### config.mk
export PLATFORM = sky130hd
export DESIGN_NAME = cache_maint_sequencer
export DESIGN_NICKNAME = d
export VERILOG_FILES = /design/src/rtl/cache_maint_sequencer_pkg.sv /design/src/rtl/cache_maint_sequencer_lsb_priority_enc.sv /design/src/rtl/cache_maint_sequencer.sv
export SDC_FILE = /design/constraint.sdc
export NUM_CORES = 1
export LEC_CHECK = 0
export BUFFER_PORTS_ARGS = -buffer_cell sky130_fd_sc_hd__buf_2
export CORE_MARGIN = 8
export CORE_UTILIZATION = 45
export CTS_CLUSTER_DIAMETER = 120
export DETAILED_ROUTE_END_ITERATION = 12
export PLACE_DENSITY = 0.72
export SLEW_MARGIN = 10
export SYNTH_ARGS = -nofsm -noshare
export SYNTH_HDL_FRONTEND = slang
export SYNTH_SLANG_ARGS = --single-unit
### constraint.sdc
create_clock -name CLK -period 3.7 [get_ports CLK]
set_input_delay 0.74 -clock CLK [delete_from_list [all_inputs] [get_ports CLK]]
set_output_delay 0.74 -clock CLK [all_outputs]
set_load 0.02 [all_outputs]
### src/rtl/cache_maint_sequencer_pkg.sv
// Shared types for the cache maintenance sequencer: request opcodes and FSM states.
// Op bit 0 selects a flush phase and bit 1 a clear phase.
package cache_maint_sequencer_pkg;

    typedef enum logic [1:0] {
        MAINT_NOP         = 2'b00,
        MAINT_FLUSH       = 2'b01,
        MAINT_CLEAR       = 2'b10,
        MAINT_FLUSH_CLEAR = 2'b11
    } maint_op_t;

    typedef enum logic [1:0] {
        ST_IDLE  = 2'b00,
        ST_FLUSH = 2'b01,
        ST_CLEAR = 2'b10,
        ST_DONE  = 2'b11
    } maint_state_t;

    function automatic logic op_has_flush(input maint_op_t op);
        return op[0];
    endfunction

    function automatic logic op_has_clear(input maint_op_t op);
        return op[1];
    endfunction

endpackage

### src/rtl/cache_maint_sequencer_lsb_priority_enc.sv
// Combinational lowest-set-bit encoder: index of the lowest set bit plus a valid flag.
module lsb_priority_enc #(
    parameter int N     = 2,
    parameter int IDX_W = (N > 1) ? $clog2(N) : 1
) (
    input  logic [N-1:0]     in_vec,
    output logic [IDX_W-1:0] idx,
    output logic             vld
);

    // Scan from the top down so the lowest set bit is the last one written.
    always_comb begin
        idx = '0;
        vld = 1'b0;
        for (int i = N - 1; i >= 0; i--) begin
            if (in_vec[i]) begin
                idx = IDX_W'(i);
                vld = 1'b1;
            end
        end
    end

endmodule

### src/rtl/cache_maint_sequencer.sv
// Walks the masked caches lowest-index first, issuing flush and/or clear level requests
// with an optional per-phase timeout; pulses done_pulse for one cycle when finished.
module cache_maint_sequencer
    import cache_maint_sequencer_pkg::*;
#(
    parameter int NUM_CACHES = 2,
    parameter int TIMEOUT_W  = 16
) (
    input  logic                  CLK,
    input  logic                  RST,
    input  logic                  req_valid,
    output logic                  req_ready,
    input  logic [1:0]            req_op,
    input  logic [NUM_CACHES-1:0] req_mask,
    input  logic [TIMEOUT_W-1:0]  timeout_cycles,
    output logic [NUM_CACHES-1:0] flush_o,
    output logic [NUM_CACHES-1:0] clear_o,
    input  logic [NUM_CACHES-1:0] flush_done_i,
    input  logic [NUM_CACHES-1:0] clear_done_i,
    output logic                  busy,
    output logic                  done_pulse,
    output logic [NUM_CACHES-1:0] err_mask
);

    localparam int IDX_W = (NUM_CACHES > 1) ? $clog2(NUM_CACHES) : 1;

    maint_state_t          state, state_nxt;
    maint_op_t             op_q;
    logic [NUM_CACHES-1:0] pending, pending_nxt;
    logic [TIMEOUT_W-1:0]  limit, cnt;
    logic [IDX_W-1:0]      cur;
    logic                  cur_vld;
    logic [NUM_CACHES-1:0] cur_oh;
    logic [NUM_CACHES-1:0] err_set;
    logic                  accept, cur_done, expire, phase_end, retire;

    lsb_priority_enc #(
        .N     (NUM_CACHES),
        .IDX_W (IDX_W)
    ) u_enc (
        .in_vec (pending),
        .idx    (cur),
        .vld    (cur_vld)
    );

    assign cur_oh     = cur_vld ? (NUM_CACHES'(1) << cur) : '0;
    assign req_ready  = (state == ST_IDLE);
    assign busy       = (state != ST_IDLE);
    assign done_pulse = (state == ST_DONE);
    assign accept     = req_valid && req_ready;

    always_comb begin
        state_nxt   = state;
        pending_nxt = pending;
        flush_o     = '0;
        clear_o     = '0;
        cur_done    = 1'b0;
        expire      = 1'b0;
        phase_end   = 1'b0;
        retire      = 1'b0;
        err_set     = '0;

        case (state)
            ST_IDLE: begin
                if (accept) begin
                    pending_nxt = req_mask;
                    if (maint_op_t'(req_op) == MAINT_NOP || req_mask == '0)
                        state_nxt = ST_DONE;
                    else if (op_has_flush(maint_op_t'(req_op)))
                        state_nxt = ST_FLUSH;
                    else
                        state_nxt = ST_CLEAR;
                end
            end
            ST_FLUSH, ST_CLEAR: begin
                if (state == ST_FLUSH) begin
                    flush_o  = cur_oh;
                    cur_done = |(flush_done_i & cur_oh);
                end else begin
                    clear_o  = cur_oh;
                    cur_done = |(clear_done_i & cur_oh);
                end
                // A done arriving in the expiry cycle wins over the timeout.
                expire    = cur_vld && !cur_done && (limit != '0) &&
                            (cnt == limit - TIMEOUT_W'(1));
                phase_end = cur_done || expire;
                err_set   = expire ? cur_oh : '0;
                if (state == ST_FLUSH && cur_done && op_has_clear(op_q))
                    state_nxt = ST_CLEAR;
                else if (phase_end)
                    retire = 1'b1;
            end
            ST_DONE: state_nxt = ST_IDLE;
            default: state_nxt = ST_IDLE;
        endcase

        // A timed-out flush retires the cache directly, skipping its clear.
        if (retire) begin
            pending_nxt = pending & ~cur_oh;
            if (pending_nxt != '0)
                state_nxt = op_has_flush(op_q) ? ST_FLUSH : ST_CLEAR;
            else
                state_nxt = ST_DONE;
        end
    end

    always_ff @(posedge CLK or posedge RST) begin
        if (RST) begin
            state    <= ST_IDLE;
            op_q     <= MAINT_NOP;
            pending  <= '0;
            limit    <= '0;
            cnt      <= '0;
            err_mask <= '0;
        end else begin
            state   <= state_nxt;
            pending <= pending_nxt;
            if (accept) begin
                op_q     <= maint_op_t'(req_op);
                limit    <= timeout_cycles;
                err_mask <= '0;
            end else begin
                err_mask <= err_mask | err_set;
            end
            // Counter restarts on every phase entry and saturates rather than wrapping.
            if ((state != ST_FLUSH && state != ST_CLEAR) || phase_end)
                cnt <= '0;
            else if (cnt != '1)
                cnt <= cnt + TIMEOUT_W'(1);
        end
    end

endmodule

# Word-level counts from Yosys, hierarchy flattened
# Index checks and enable logic that the tools add are counted.
# classes
bitwise,5
eq_ne,9
shift,1
n_div,0
mux,30
order_cmp,0
reduce_logical,25
n_mul,0
addsub,2
# op_table
operator,n
2-bit two-way mux,18
16-bit two-way mux,2
"16-bit by 1-bit adder with 16-bit output, second input constant",1
16-bit equality test,1
"16-bit inequality test, second input constant",1
16-bit nonzero test,1
"16-bit by 1-bit subtractor with 16-bit output, second input constant",1
2-bit nonzero test,5
1-bit two-way mux,9
1-bit logical AND,7
2-bit bitwise AND,3
2-bit zero test,3
2-bit one-hot mux with 3 select lines,1
2-bit OR reduction,3
"2-bit equality test, second input constant",2
2-bit AND reduction,2
1-bit logical OR,3
"3-bit by 1-bit inequality test with 1-bit output, second input constant",1
"3-bit inequality test, second input constant",1
"2-bit by 1-bit equality test with 1-bit output, second input constant",1
"2-bit by 1-bit inequality test with 1-bit output, second input constant",1
"2-bit inequality test, second input constant",1
2-bit NOT,1
2-bit bitwise OR,1
other kinds (2),2
# totals
elab_cells,78
n_memories,0
mem_bits_rw,0
latch_bits,0
out_inout_bits,9
reg_bits,40
in_bits,27
mem_bits_ro,0

# Logic depth before layout (Yosys ltp)
# logic_depth
depth_word,18
mapped_depth,10
depth_no_buf,10

# Hierarchy
# Synthesis repeated with hierarchy kept, for this count alone.
# hier_totals
cells_unflattened,270
hier_area_um2,2588.7
# by_module_without_submodules
mod,instances,cells_each,area_each_um2,seq_area_each_um2
cache_maint_sequencer,1,268,2576.2,1001.0
lsb_priority_enc,1,2,12.5,0.0

# Least setup slack after synthesis
# Ideal clock, no wire load.
# synth_path
path_kind,reg2reg
start,register limit[7]
end,register state[0]
setup_ps,123
t_required_ps,3577
n_path_buf,2
path_stages_with_launch,11
setup_slack_ps,798
period_less_slack_ps,2902
arrival_ps,2779
path_cell_list,dfrtp_1 buf_6 or4_1 buf_2 or4_4 a211oi_2 o211ai_2 or3_1 o22ai_2 nand3_1 o221a_1
# synth_between
elab_chain_len,9
word_cells_on_any_way,13
classes_between,add/sub: 1; eq/ne: 3; mux: 4; reduce/logical: 5
# synth_rtl
element,line_no,text
"start, declared",cache_maint_sequencer.sv:30,"logic [TIMEOUT_W-1:0] limit, cnt;"
"start signal, assigned",cache_maint_sequencer.sv:120,limit <= timeout_cycles;
16-bit by 1-bit subtractor with 16-bit output / 16-bit nonzero test (equally long branches),"cache_maint_sequencer.sv:85, cache_maint_sequencer.sv:84",
16-bit equality test / 1-bit logical AND (equally long branches),"cache_maint_sequencer.sv:85, cache_maint_sequencer.sv:84",
1-bit logical AND *,cache_maint_sequencer.sv:84,expire = cur_vld && !cur_done && (limit != '0) &&
1-bit logical OR *,cache_maint_sequencer.sv:86,phase_end = cur_done || expire;
1-bit two-way mux *,cache_maint_sequencer.sv:90,else if (phase_end)
1-bit two-way mux *,cache_maint_sequencer.sv:88,if (state == ST_FLUSH && cur_done && op_has_clear(op_q))
1-bit two-way mux *,cache_maint_sequencer.sv:63,case (state)
3-bit inequality test (no line) / 3-bit by 1-bit inequality test with 1-bit output (equally long branches),-,
2-bit AND reduction (no line),-,
"end signal, assigned",cache_maint_sequencer.sv:116,state <= state_nxt;
"end, declared",cache_maint_sequencer.sv:27,"maint_state_t state, state_nxt;"
# Mark *: on every way between the ends. The rest lies on a longest branch, timed or not.
# A chain may end at the register's enable or synchronous reset.

# Final worst setup path
# Ends and elaborated chain as after synthesis.

==> results.cfg <==
[synth]
postSynthAreaPerCell_um2 = 9.69
syn_nets = 290
synth_area_leaders = dfrtp_1 (40%), mux2_2 (8.6%), xor2_1 (6.0%), xnor2_1 (5.7%), nor2_1 (4.4%)
synth-main-ff-cell = dfrtp_1
synth-edff-count = 0
synthArstFlopShare = 1.00
synth_warnings = 0
post-synth-top-count-cell = dfrtp_1
synth_top_area_share = 0.404
syn_area_um2 = 2480
synth_top_area_cell = dfrtp_1
synth_seq_cells = 40
ys_types = 51
netlist_instances = 256
yosysSeqAreaShare = 0.404
synthTopCellsByCount = dfrtp_1 (40), nor2_1 (29), mux2_2 (19)

[clock_tree]
post_cts_buffers = 0
clk_pin_slew_worst_paths_ns = 0.07
cts_buffers = 5
postCtsHoldBufs = 0
clockBufferDepth = 2
clock-sinks = 40
clock_latency_ns = 0.29
cts_tree = built
cts_resized = 0
cts_root_buf = clkbuf_8
h-tree-depth = 2

[worst_setup_path]
end_kind = flip-flop
crit_path_start_kind = flip-flop
crit_family = simple AND/OR/NAND/NOR gates
crit_slowest_cell = or4_1
critical-path-max-stage-delay_ns = 0.63
path_class = reg -> reg
cp.required_ns = 3.88
crit_path_cell_trace = or4_1, or4_4, a211oi_2, o211ai_2, or3_1, o22ai_2, nand3_1, o221a_1
path_buf_inv = 0
worstPathArrival_ns = 3.19
cp_max_fo = 8

[die]
die-area_um2 = 8140
rows = 27
die_x_um = 90.2
ioPinCount = 36
core-area_um2 = 5410
initial_core_util = 0.459
fp.dieH_um = 90.2

[global_route]
gr-total-overflow = 0
grt_pass1_wl_um = 9320
grt_pass1_vias = 1951
grt.total_usage = 0.137
antenna_found_initial = 0
grt_max_degree = 22

[timing]
drv_slew = 0
rsz0062_at_grt = false
final.setup.tns_ns = 0
hold_viol_final = 0
clock-skew-final_ns = 0.00418
fin_crit_sh = 0.812
worstMarginPinSlew_ns = 0.943
maxSlewHeadroom = 0.370
fmax_ghz = 0.333
setup_violations = 0
period_needed_ns = 3.00

[pwr]
vdd_drop_max_uv = 376
power_density_nw_per_um2 = 697
fin_total_pwr_mw = 1.95
p_leak_nw = 1.19

[layout]
layout.nets = 324
antennaDiodeCount = 0
layout-drive-gt1-share = 0.241
area_growth_pct = 12.9
fillerInstances = 521

[route]
drt_iter0_markers = 136
num_vias = 1959
totalWireLength_um = 5300
viasPerCell = 5.40
wl_per_cell_um = 14.6
drtPass1Iterations = 4
drc = 0
antenna_left = 0

[placement]
gp_congestion = 0.843
dp_hpwl_um = 4050
port_buffers = 35

[hold_path]
min_path_type = reg -> reg

[flow_run]
cap_viol_max_count = 0

[run_status]
status = completed
[metal layers]
metal	share of wire	track usage	routed length, um
met5	0	0	0
met4	0.018	0.0596	96
met3	0.049	0.0399	261
met2	0.45	0.211	2410
met1	0.48	0.173	2540
[report_power, final]
group	total, mW	leakage [nW]	internal, mW	switching [mW]
Combinational	0.886	0.636	0.412	0.474
Sequential	0.767	0.513	0.567	0.200
Clock	0.300	0.0455	0.152	0.148
Total	1.95	1.19	1.13	0.822
[final cells by class]
type / instances / area [um^2] / share of cell area
clock buffers: 8 / 90.1 / 0.0322
flip-flops and latches: 40 / 1000 / 0.357
inverters: 10 / 37.5 / 0.0134
multi-input cells: 196 / 1390 / 0.497
well taps: 72 / 90.1 / 0.0322
repair buffers: 37 / 190 / 0.0679
[worst paths after layout]
| kind | slack, ns | endpoint | cells after the start | from |
|---|---|---|---|---|
| max | 0.70 | state[0] | 8 | limit[7] |
| min | 0.52 | state[1] | 1 | op_q[0] |
| max reg2reg | 0.70 | state[0] | 8 | limit[7] |
| min reg2reg | 0.52 | state[1] | 1 | op_q[0] |
| max in group asynchronous | 2.37 | cnt[8] | 3 | RST |
| min in group asynchronous | 0.58 | cnt[2] | 2 | RST |
[sequential cells by signal (all words and copies together) (netlist names)]
signal and flops:
limit 16, state 2, cnt 16, op_q 2, pending 2, err_mask 2
[kinds of logic (layout without fill, tap and decap cells)]
kind of cell / Yosys count / in the layout / synth area share
and+or+nand+nor: 100 / 100 / 0.208
DFF: 40 / 40 / 0.404
AOI/OAI and AO/OA: 35 / 35 / 0.106
xor gates and xnor gates: 33 / 33 / 0.117
muxes: 21 / 21 / 0.0944
buffers and inverters: 20 / 55 / 0.0353
adders and majority gates: 7 / 7 / 0.0353
[cells in the final DEF (no fill, tap or decap), types with 3 or more instances in the layout]
master,netlist,routed
nand3_1,11,11
nor4_1,9,9
ha_1,7,7
nor3_1,9,9
dfrtp_1,40,40
inv_1,10,10
nand4_1,4,4
o21ai_0,4,4
or4_1,4,4
a21oi_1,9,9
mux2_2,19,19
nor2_1,29,29
xor2_1,17,17
a41oi_1,3,3
clkbuf_8,0,6
buf_2,4,35
nand2_1,15,15
xnor2_1,16,16
[stage by stage]
stage               setup WS (ns)  utilization  area (um^2)  hold WS [ns]  std cells
floorplan                   0.798            -         2480         0.480        256
global placement            0.773        0.501         2710         0.511        355
detailed placement          0.701        0.501         2710         0.510        355
CTS                         0.686        0.518         2800         0.521        363
global route                0.553        0.518         2800         0.568        363
finish                      0.697        0.518         2800         0.520        363
(Power assumes the default switching activity.)
